===== src/rtl/button_debouncer_multi.sv =====
// Multi-channel push-button conditioner: two-flop sync, programmable debounce,
// press/release/event pulses, long-press detection and auto-repeat per channel.

module button_debouncer_lane #(
  parameter bit          ACTIVE_LOW        = 1'b1,
  parameter logic [15:0] DEBOUNCE_CYCLES   = 16'd50000,
  parameter logic [23:0] LONG_PRESS_CYCLES = 24'd6000000,
  parameter logic [23:0] REPEAT_CYCLES     = 24'd1500000
) (
  input  logic clk,
  input  logic rst_n,
  input  logic i_button,
  output logic o_state,
  output logic o_pressed,
  output logic o_released,
  output logic o_event,
  output logic o_long,
  output logic o_repeat
);
  localparam int DW       = $clog2(int'(DEBOUNCE_CYCLES) + 1);
  localparam int HOLD_MAX = (LONG_PRESS_CYCLES > REPEAT_CYCLES) ? int'(LONG_PRESS_CYCLES)
                                                                : int'(REPEAT_CYCLES);
  localparam int HW       = $clog2(HOLD_MAX + 1);

  localparam logic [DW-1:0] DB_TERM = DW'(int'(DEBOUNCE_CYCLES) - 1);
  localparam logic [HW-1:0] LP_TERM = HW'(int'(LONG_PRESS_CYCLES) - 1);
  localparam logic [HW-1:0] LP_SAT  = HW'(int'(LONG_PRESS_CYCLES));
  localparam logic [HW-1:0] RP_TERM = HW'((REPEAT_CYCLES == 24'd0) ? 0 : int'(REPEAT_CYCLES) - 1);
  localparam logic          REL     = ACTIVE_LOW;

  localparam logic [1:0] IDLE = 2'd0;
  localparam logic [1:0] HELD = 2'd1;
  localparam logic [1:0] RPT  = 2'd2;

  logic          r_sync1, r_sync2, r_state;
  logic [DW-1:0] r_db_cnt;
  logic [HW-1:0] r_hold_cnt;
  logic [1:0]    r_fsm;
  logic          r_pressed, r_released, r_event, r_long, r_repeat;
  logic          w_s, w_flip, w_rise, w_fall;

  assign w_s    = ACTIVE_LOW ? ~r_sync2 : r_sync2;
  assign w_flip = (w_s != r_state) && (r_db_cnt == DB_TERM);
  assign w_rise = w_flip & ~r_state;
  assign w_fall = w_flip &  r_state;

  always_ff @(posedge clk or negedge rst_n) begin
    if (!rst_n) begin
      r_sync1 <= REL;
      r_sync2 <= REL;
    end else begin
      r_sync1 <= i_button;
      r_sync2 <= r_sync1;
    end
  end

  always_ff @(posedge clk or negedge rst_n) begin
    if (!rst_n) begin
      r_state    <= 1'b0;
      r_db_cnt   <= '0;
      r_pressed  <= 1'b0;
      r_released <= 1'b0;
      r_event    <= 1'b0;
    end else begin
      if (w_s == r_state) begin
        r_db_cnt <= '0;
      end else if (w_flip) begin
        r_state  <= ~r_state;
        r_db_cnt <= '0;
      end else begin
        r_db_cnt <= r_db_cnt + DW'(1);
      end
      r_pressed  <= w_rise;
      r_released <= w_fall;
      r_event    <= w_flip;
    end
  end

  // Hold FSM looks at the flip happening this edge so a release always beats long/repeat.
  always_ff @(posedge clk or negedge rst_n) begin
    if (!rst_n) begin
      r_fsm      <= IDLE;
      r_hold_cnt <= '0;
      r_long     <= 1'b0;
      r_repeat   <= 1'b0;
    end else begin
      r_long   <= 1'b0;
      r_repeat <= 1'b0;
      if (w_fall) begin
        r_fsm      <= IDLE;
        r_hold_cnt <= '0;
      end else begin
        case (r_fsm)
          IDLE: if (w_rise) begin
            r_fsm      <= HELD;
            r_hold_cnt <= '0;
          end
          HELD: if (r_hold_cnt == LP_TERM) begin
            r_long   <= 1'b1;
            r_repeat <= (REPEAT_CYCLES != 24'd0);
            if (REPEAT_CYCLES != 24'd0) begin
              r_fsm      <= RPT;
              r_hold_cnt <= '0;
            end else begin
              r_hold_cnt <= LP_SAT;
            end
          end else if (r_hold_cnt < LP_SAT) begin
            r_hold_cnt <= r_hold_cnt + HW'(1);
          end
          RPT: if (r_hold_cnt == RP_TERM) begin
            r_repeat   <= 1'b1;
            r_hold_cnt <= '0;
          end else begin
            r_hold_cnt <= r_hold_cnt + HW'(1);
          end
          default: begin
            r_fsm      <= IDLE;
            r_hold_cnt <= '0;
          end
        endcase
      end
    end
  end

  assign o_state    = r_state;
  assign o_pressed  = r_pressed;
  assign o_released = r_released;
  assign o_event    = r_event;
  assign o_long     = r_long;
  assign o_repeat   = r_repeat;
endmodule

module button_debouncer_multi #(
  parameter int          CHANNELS          = 4,
  parameter bit          ACTIVE_LOW        = 1'b1,
  parameter logic [15:0] DEBOUNCE_CYCLES   = 16'd50000,
  parameter logic [23:0] LONG_PRESS_CYCLES = 24'd6000000,
  parameter logic [23:0] REPEAT_CYCLES     = 24'd1500000
) (
  input  logic                clk,
  input  logic                rst_n,
  input  logic [CHANNELS-1:0] button,
  output logic [CHANNELS-1:0] button_state,
  output logic [CHANNELS-1:0] button_pressed,
  output logic [CHANNELS-1:0] button_released,
  output logic [CHANNELS-1:0] button_event,
  output logic [CHANNELS-1:0] button_long,
  output logic [CHANNELS-1:0] button_repeat
);
  for (genvar g = 0; g < CHANNELS; g++) begin : g_lane
    button_debouncer_lane #(
      .ACTIVE_LOW       (ACTIVE_LOW),
      .DEBOUNCE_CYCLES  (DEBOUNCE_CYCLES),
      .LONG_PRESS_CYCLES(LONG_PRESS_CYCLES),
      .REPEAT_CYCLES    (REPEAT_CYCLES)
    ) u_lane (
      .clk       (clk),
      .rst_n     (rst_n),
      .i_button  (button[g]),
      .o_state   (button_state[g]),
      .o_pressed (button_pressed[g]),
      .o_released(button_released[g]),
      .o_event   (button_event[g]),
      .o_long    (button_long[g]),
      .o_repeat  (button_repeat[g])
    );
  end
endmodule


===== config.mk =====
export PLATFORM = sky130hd
export DESIGN_NAME = button_debouncer_multi
export DESIGN_NICKNAME = d
export VERILOG_FILES = /design/src/rtl/button_debouncer_multi.sv
export SDC_FILE = /design/constraint.sdc
export NUM_CORES = 1
export LEC_CHECK = 0
export ABC_CLOCK_PERIOD_IN_PS = 3200
export CAP_MARGIN = 20
export CORE_MARGIN = 2
export CORE_UTILIZATION = 46
export CTS_CLUSTER_DIAMETER = 120
export CTS_CLUSTER_SIZE = 8
export DETAILED_ROUTE_END_ITERATION = 16
export PLACE_DENSITY_LB_ADDON = 0.1
export SETUP_SLACK_MARGIN = 0.3
export SYNTH_ARGS = -nofsm -noshare
export SYNTH_HDL_FRONTEND = slang
export SYNTH_SLANG_ARGS = --single-unit

===== constraint.sdc =====
create_clock -name clk -period 3.2 [get_ports clk]
set_input_delay 0.48 -clock clk [delete_from_list [all_inputs] [get_ports clk]]
set_output_delay 0.48 -clock clk [all_outputs]
set_load 0.1 [all_outputs]

==> results of run 1 <==
==> flip-flops by register name, indices dropped and copies added (netlist names) <==
signal                    cells
g_lane.u_lane.r_sync1         4
g_lane.u_lane.o_long          4
g_lane.u_lane.o_pressed       4
g_lane.u_lane.o_released      4
g_lane.u_lane.r_sync2         4
g_lane.u_lane.o_repeat        4
g_lane.u_lane.r_fsm           8
g_lane.u_lane.r_db_cnt       64
g_lane.u_lane.o_state         4
g_lane.u_lane.o_event         4
g_lane.u_lane.r_hold_cnt     92
==> synth_stat cells, drive strengths merged, types with 9 or more instances <==
cell type,number,area [um2]
a21o,13,97.6
a21oi,35,179
a22o,88,771
and3,28,175
buf,35,235
clkbuf,27,101
dfrtp,188,4700
ha,20,250
inv,44,165
nand2,83,312
nand3,76,380
nand4,35,219
nor2,164,618
nor2b,11,68.8
nor3,32,160
nor4,16,100
nor4b,9,78.8
o21ai,31,159
o2bb2ai,16,140
or3,13,81.3
xnor2,31,272
xor2,34,298
==> metal layers <==
metal / up-vias / part of all wire / GRT usage
li1: 4176 / - / -
met1: 4144 / 0.49 / 0.286
met2: 146 / 0.46 / 0.314
met3: 24 / 0.032 / 0.0341
met4: 0 / 0.012 / 0.0546
met5: - / 0 / 0
==> power groups by stage <==
| stage | combinational (W) | sequential, W | clock [W] |
|---|---|---|---|
| 5_1_grt | 0.000117 | 0.00251 | 0.00234 |
| 6_report | 0.0000967 | 0.00251 | 0.00217 |
| 3_5_place_dp | 0.000103 | 0.00256 | 0 |
| 3_3_place_gp | 0.000102 | 0.00256 | 0 |
| 4_1_cts | 0.000103 | 0.00251 | 0.00224 |
| 2_1_floorplan | 0.0000317 | 0.00256 | 0 |
==> per-stage QoR <==
step | instance area [um2] | cells | worst slack [ps]
2_1_floorplan | 10700 | 1149 | 698
3_3_place_gp | 11200 | 1449 | 398
3_5_place_dp | 11200 | 1449 | 300
4_1_cts | 11800 | 1480 | 384
6_report | 11900 | 1481 | 440
5_1_grt | 11900 | 1481 | 294
==> worst max-delay path by stage <==
| stage | startpoint | to | slack, ps | cells past startpoint |
|---|---|---|---|---|
| 4_1_cts | g_lane[1].u_lane.r_hold_cnt[13] | g_lane[1].u_lane.r_hold_cnt[12] | 380 | 6 |
| 6_report | g_lane[3].u_lane.r_hold_cnt[13] | g_lane[3].u_lane.r_hold_cnt[8] | 440 | 7 |
| 5_1_grt | g_lane[3].u_lane.r_hold_cnt[13] | g_lane[3].u_lane.r_hold_cnt[8] | 290 | 7 |
| 3_3_place_gp | g_lane[1].u_lane.r_db_cnt[11] | g_lane[1].u_lane.r_hold_cnt[17] | 400 | 8 |
| 2_1_floorplan | g_lane[0].u_lane.r_hold_cnt[18] | g_lane[0].u_lane.r_hold_cnt[17] | 700 | 8 |
| 3_5_place_dp | g_lane[1].u_lane.r_hold_cnt[13] | g_lane[1].u_lane.r_hold_cnt[12] | 300 | 6 |
==> kinds of logic after synthesis <==
family                     after synthesis
DFF                                    196
adders and majority gates               20
buffers and inverters                  106
muxes                                    7
and+or+nand+nor                        514
AOI/OAI and AO/OA                      241
xor gates and xnor gates                65
==> timing repair <==
| item | 4_1_cts | 5_1_grt |
|---|---|---|
| endpoints found under the hold margin | 0 | 0 |
| resized for setup | 1 | 6 |
| pin swaps | 0 | 1 |
| setup endpoints to repair | 1 | 28 |
==> cell type report <==
class,count,area share
multi-input combinational,847,0.451
sequential,196,0.414
clock buffer,22,0.0391
timing repair buffer,50,0.0391
tap,313,0.0330
inverter,44,0.0139
clock inverter,9,0.0101
==> results.py, run 1 <==
metrics = {
    "sta": {
        "fmax_mhz": 362,
        "slew_headroom": 0.328,
        "finalCritPeriodShare": 0.863,
        "slew_violations": 0,
        "rsz0062_at_grt": "no",
        "post-route-min-period_ps": 2760,
        "final-hold-violation-count": 0,
        "tightest_slew_ps": 1000,
        "fin_skew_ps": 11.2,
        "fin_hold_ws_ps": 88.6,
        "setup_viol": 0,
        "tns_ps": 0,
    },
    "placement": {
        "portBuffers": 29,
        "post-dp-hpwl_um": 15800,
        "gp_congestion": 0.859,
    },
    "cells_and_area": {
        "nNetsFinal": 1182,
        "antenna_cells": 0,
        "area_growth_syn_to_layout_pct": 10.8,
        "regArea_mm2": 0.00491,
        "drive_above_1_share": 0.0779,
        "fillers": 2054,
        "final_cell_mix": "dfrtp_1, nor2_1, a22o_1",
        "multi_input_area_mm2": 0.00536,
        "final_common_cell": "dfrtp_1",
        "post-route-util": 0.522,
    },
    "power": {
        "pwr-share-comb": 0.020,
        "p_int_w": 0.00372,
        "p_leak_nw": 4.98,
        "pwr-share-clk": 0.454,
        "total_power_w": 0.00478,
        "ir_worst_vdd_mv": 0.317,
        "switchingPower_w": 0.00105,
        "p_sw_frac": 0.220,
        "seq_power_share": 0.525,
        "power_density_mw_per_mm2": 402,
    },
    "synth": {
        "synth-main-ff-cell": "dfrtp_1",
        "ys_ff_latch": 196,
        "syn_nets": 1175,
        "syn_area_mm2": 0.0107,
        "synth_top_family_by_area": "simple AND/OR/NAND/NOR gates",
        "synth-xor-area-share": 0.0531,
        "yosys-mux-area-fraction": 0.00665,
        "netlist_instances": 1149,
        "synthAdderAreaFrac": 0.0233,
        "synth_compound_area_frac": 0.172,
        "yosys.area_share.simple": 0.240,
        "synthArstFlopShare": 1.00,
        "postSynthAreaPerCell_um2": 9.33,
        "synth-edff-count": 0,
        "ys_types": 66,
        "yosys_warnings": 0,
        "ys_seq_area_frac": 0.458,
    },
    "critical_path": {
        "crit_fanout": 26,
        "worstReg2RegStart": "g_lane[3].u_lane.r_hold_cnt[13]",
        "cpPeakStageDelay_ps": 710,
        "worst_path_max_delay_cell": "or4b_2",
        "cp.arrival_ps": 3080,
        "crit_chain": "nand2_1 > or4b_2 > o41ai_4 > a21oi_1 > buf_4 > and2_1 > a22o_1",
        "worstReg2RegEnd": "g_lane[3].u_lane.r_hold_cnt[8]",
        "start_kind": "flip-flop",
        "critPathBufInv": 1,
        "worst_ep_required_time_ps": 3520,
        "critPathTopFamily": "simple AND/OR/NAND/NOR gates",
        "crit_path_end_kind": "flip-flop",
        "path_class": "flip-flop to flip-flop",
        "ff2ff_path_depth": 7,
        "ff2ff_setup_slack_ps": 440,
    },
    "clock_tree": {
        "post_cts_buffers": 0,
        "cts_tree": "yes",
        "htreeDepth": 4,
        "cts_buffers": 17,
        "clockRootBuffer": "clkbuf_16",
        "clock_sinks": 196,
        "clkTransAtPathRegs_ps": 70,
        "clk_latency_ps": 430,
        "hold_buffers": 0,
        "clockBufferDepth": 2,
    },
    "global_route": {
        "grt_remaining_overflow": 0,
        "grt_pass1_vias": 8105,
        "grt_pass1_wl_um": 40200,
        "antenna_found_initial": 0,
        "grt_max_degree": 87,
        "grt_usage": 0.200,
    },
    "outcome": {
        "status": "completed",
    },
    "job": {
        "max_cap_viol_count": 0,
    },
    "route": {
        "vias": 8490,
        "wl_um": 23300,
        "route.detailed.drc": 0,
        "wl_per_cell_um": 15.7,
        "ant_nets": 0,
        "firstDrtPassIters": 5,
        "drtIter0Drc": 585,
        "via_per_inst": 5.73,
    },
    "floorplanning": {
        "die-area_mm2": 0.0246,
        "floorplan.core_area_mm2": 0.0228,
        "ios": 30,
        "die_w_um": 157,
        "start_util": 0.471,
        "core.rowCount": 55,
        "die_h_um": 157,
    },
    "min_path": {
        "worstHoldPathType": "input pin to async pin",
    },
}
No activity file was read; power rests on OpenSTA's default activity.
==> run 2: changes to the inputs <==
- ABC_CLOCK_PERIOD_IN_PS: 3200 -> 2900
- clock period: 3.2 -> 2.9 ns (I/O delays scaled with it)
==> results.py, run 2 (synthesis results as in run 1) <==
metrics = {
    "floorplanning": {
        "ios": 30,
        "die_h_um": 157,
        "core.rowCount": 55,
        "die_w_um": 157,
        "die-area_mm2": 0.0246,
        "start_util": 0.471,
        "floorplan.core_area_mm2": 0.0228,
    },
    "clock_tree": {
        "cts_tree": "yes",
        "clockBufferDepth": 2,
        "clk_latency_ps": 440,
        "clockRootBuffer": "clkbuf_16",
        "clock_sinks": 196,
        "clkTransAtPathRegs_ps": 70,
        "htreeDepth": 4,
        "cts_buffers": 17,
    },
    "cells_and_area": {
        "drive_above_1_share": 0.129,
        "final_common_cell": "dfrtp_1",
        "final_cell_mix": "dfrtp_1, nor2_1, a22o_1",
        "area_growth_syn_to_layout_pct": 13.5,
        "fin_area_mm2": 0.0122,
        "reg_top3": "g_lane.u_lane.r_hold_cnt x92, g_lane.u_lane.r_db_cnt x64, g_lane.u_lane.r_fsm x8",
        "largest-register": "g_lane.u_lane.r_hold_cnt",
        "antenna_cells": 0,
        "largest_reg_flops": 92,
        "nNetsFinal": 1209,
        "post-route-util": 0.534,
    },
    "critical_path": {
        "cp.arrival_ps": 2890,
        "crit_path_end_kind": "flip-flop",
        "cpPeakStageDelay_ps": 720,
        "crit_chain": "nand4bb_1 > or4b_2 > o41ai_4 > a21oi_4 > buf_4 > a21o_1 > a22o_1",
        "start_kind": "flip-flop",
        "worst_ep_required_time_ps": 3220,
        "path_class": "flip-flop to flip-flop",
        "crit_fanout": 8,
        "worst_path_max_delay_cell": "or4b_2",
    },
    "power": {
        "p_sw_frac": 0.232,
        "pwr-share-comb": 0.021,
        "pwr-share-clk": 0.445,
        "power_density_mw_per_mm2": 426,
        "ir_worst_vdd_mv": 0.255,
        "total_power_w": 0.00519,
        "p_leak_nw": 5.14,
        "seq_power_share": 0.534,
        "switchingPower_w": 0.00121,
        "p_int_w": 0.00398,
    },
    "global_route": {
        "antenna_found_initial": 0,
        "grt_pass1_vias": 8409,
        "grt_remaining_overflow": 0,
        "grt_max_degree": 74,
        "grt_pass1_wl_um": 41400,
        "grt_usage": 0.206,
    },
    "sta": {
        "rsz0062_at_grt": "no",
        "post-route-min-period_ps": 2570,
        "slew_violations": 0,
        "tightest_slew_ps": 762,
        "slew_headroom": 0.487,
        "tns_ps": 0,
        "final-hold-violation-count": 0,
        "finalCritPeriodShare": 0.886,
        "setup_viol": 0,
        "fin_skew_ps": 15.2,
        "fmax_mhz": 389,
    },
    "route": {
        "route.detailed.drc": 0,
        "wl_per_cell_um": 16.2,
        "via_per_inst": 5.81,
        "wl_um": 24500,
        "firstDrtPassIters": 5,
        "drtIter0Drc": 602,
        "vias": 8770,
        "ant_nets": 0,
    },
    "placement": {
        "post-dp-hpwl_um": 16400,
        "placed_area_mm2": 0.0114,
        "gp_congestion": 0.909,
        "portBuffers": 29,
    },
    "min_path": {
        "worstHoldPathType": "input pin to async pin",
    },
    "job": {
        "max_cap_viol_count": 0,
    },
    "outcome": {
        "status": "completed",
    },
}
-- run 2: cell count changes in the layout (fill, tap and decap cells not counted), moves of 3 or more --
cell	delta
nor4bb_1	-3
dfrtp_2	+3
buf_4	+41
dfrtp_1	-3
clkdlybuf4s50_1	-16
-- run 2: power by group through the flow --
stage          combinational, W  sequential [W]  clock, W
6_report               0.000107         0.00277   0.00231
3_5_place_dp           0.000114         0.00282         0
3_3_place_gp           0.000113         0.00282         0
4_1_cts                0.000114         0.00277   0.00238
2_1_floorplan         0.0000349         0.00282         0
5_1_grt                0.000128         0.00277   0.00248
-- run 2: critical path: cells and delay by family (launching register included) --
kind	cells	cell delay, ps
AND/OR/NAND/NOR	2	940
flip-flops	1	420
AO/OA/AOI/OAI	4	890
buffers and inverters	1	210
-- run 2: worst paths after layout --
kind / start / to / slack [ps] / cells past startpoint
worst max-delay path: g_lane[3].u_lane.r_hold_cnt[11] / g_lane[3].u_lane.r_hold_cnt[3] / 330 / 7
min in group clk: g_lane[3].u_lane.r_sync1 / g_lane[3].u_lane.r_sync2 / 350 / 0
worst max register to register: g_lane[3].u_lane.r_hold_cnt[11] / g_lane[3].u_lane.r_hold_cnt[3] / 330 / 7
worst min register to register: g_lane[3].u_lane.r_sync1 / g_lane[3].u_lane.r_sync2 / 350 / 0
max in group asynchronous: rst_n / g_lane[1].u_lane.r_sync1 / 2090 / 2
worst min-delay path: rst_n / g_lane[3].u_lane.r_db_cnt[13] / 10 / 1
-- run 2: cell type report --
class | count | area (um2)
Inverter | 44 | 165
Tap cell | 313 | 392
Timing Repair Buffer | 77 | 639
Clock buffer | 19 | 433
Clock inverter | 13 | 126
Fill cell | 2033 | 10600
Multi-Input combinational cell | 847 | 5490
Sequential cell | 196 | 4920
-- run 2: timing repair --
action                                  4_1_cts  5_1_grt
pin swaps                                     2        6
cloned                                        0        0
hold buffers                                  0        0
gates resized for setup                       9       28
buffers inserted                              4        5
endpoints found under the setup margin       52       81
-- run 2: metrics by stage --
| stage | hold slack (ps) | worst slack (ps) | instances |
|---|---|---|---|
| floorplan | 139 | 398 | 1149 |
| global placement | 346 | 209 | 1468 |
| detailed placement | 347 | 200 | 1468 |
| CTS | 32.9 | 295 | 1504 |
| global route | 63.0 | 260 | 1509 |
| finish | 9.52 | 332 | 1509 |
-- run 2: layer usage --
layer  wire, um  global-route usage
met5          0                   0
met2      11400               0.330
met1      11900               0.289
met4        415              0.0664
met3        705              0.0282
==> run 3: changes to the inputs <==
- GPL_ROUTABILITY_DRIVEN: default -> 0
==> results of run 3 <==
The final DEF is identical to that of run 2; final timing and power are the same.
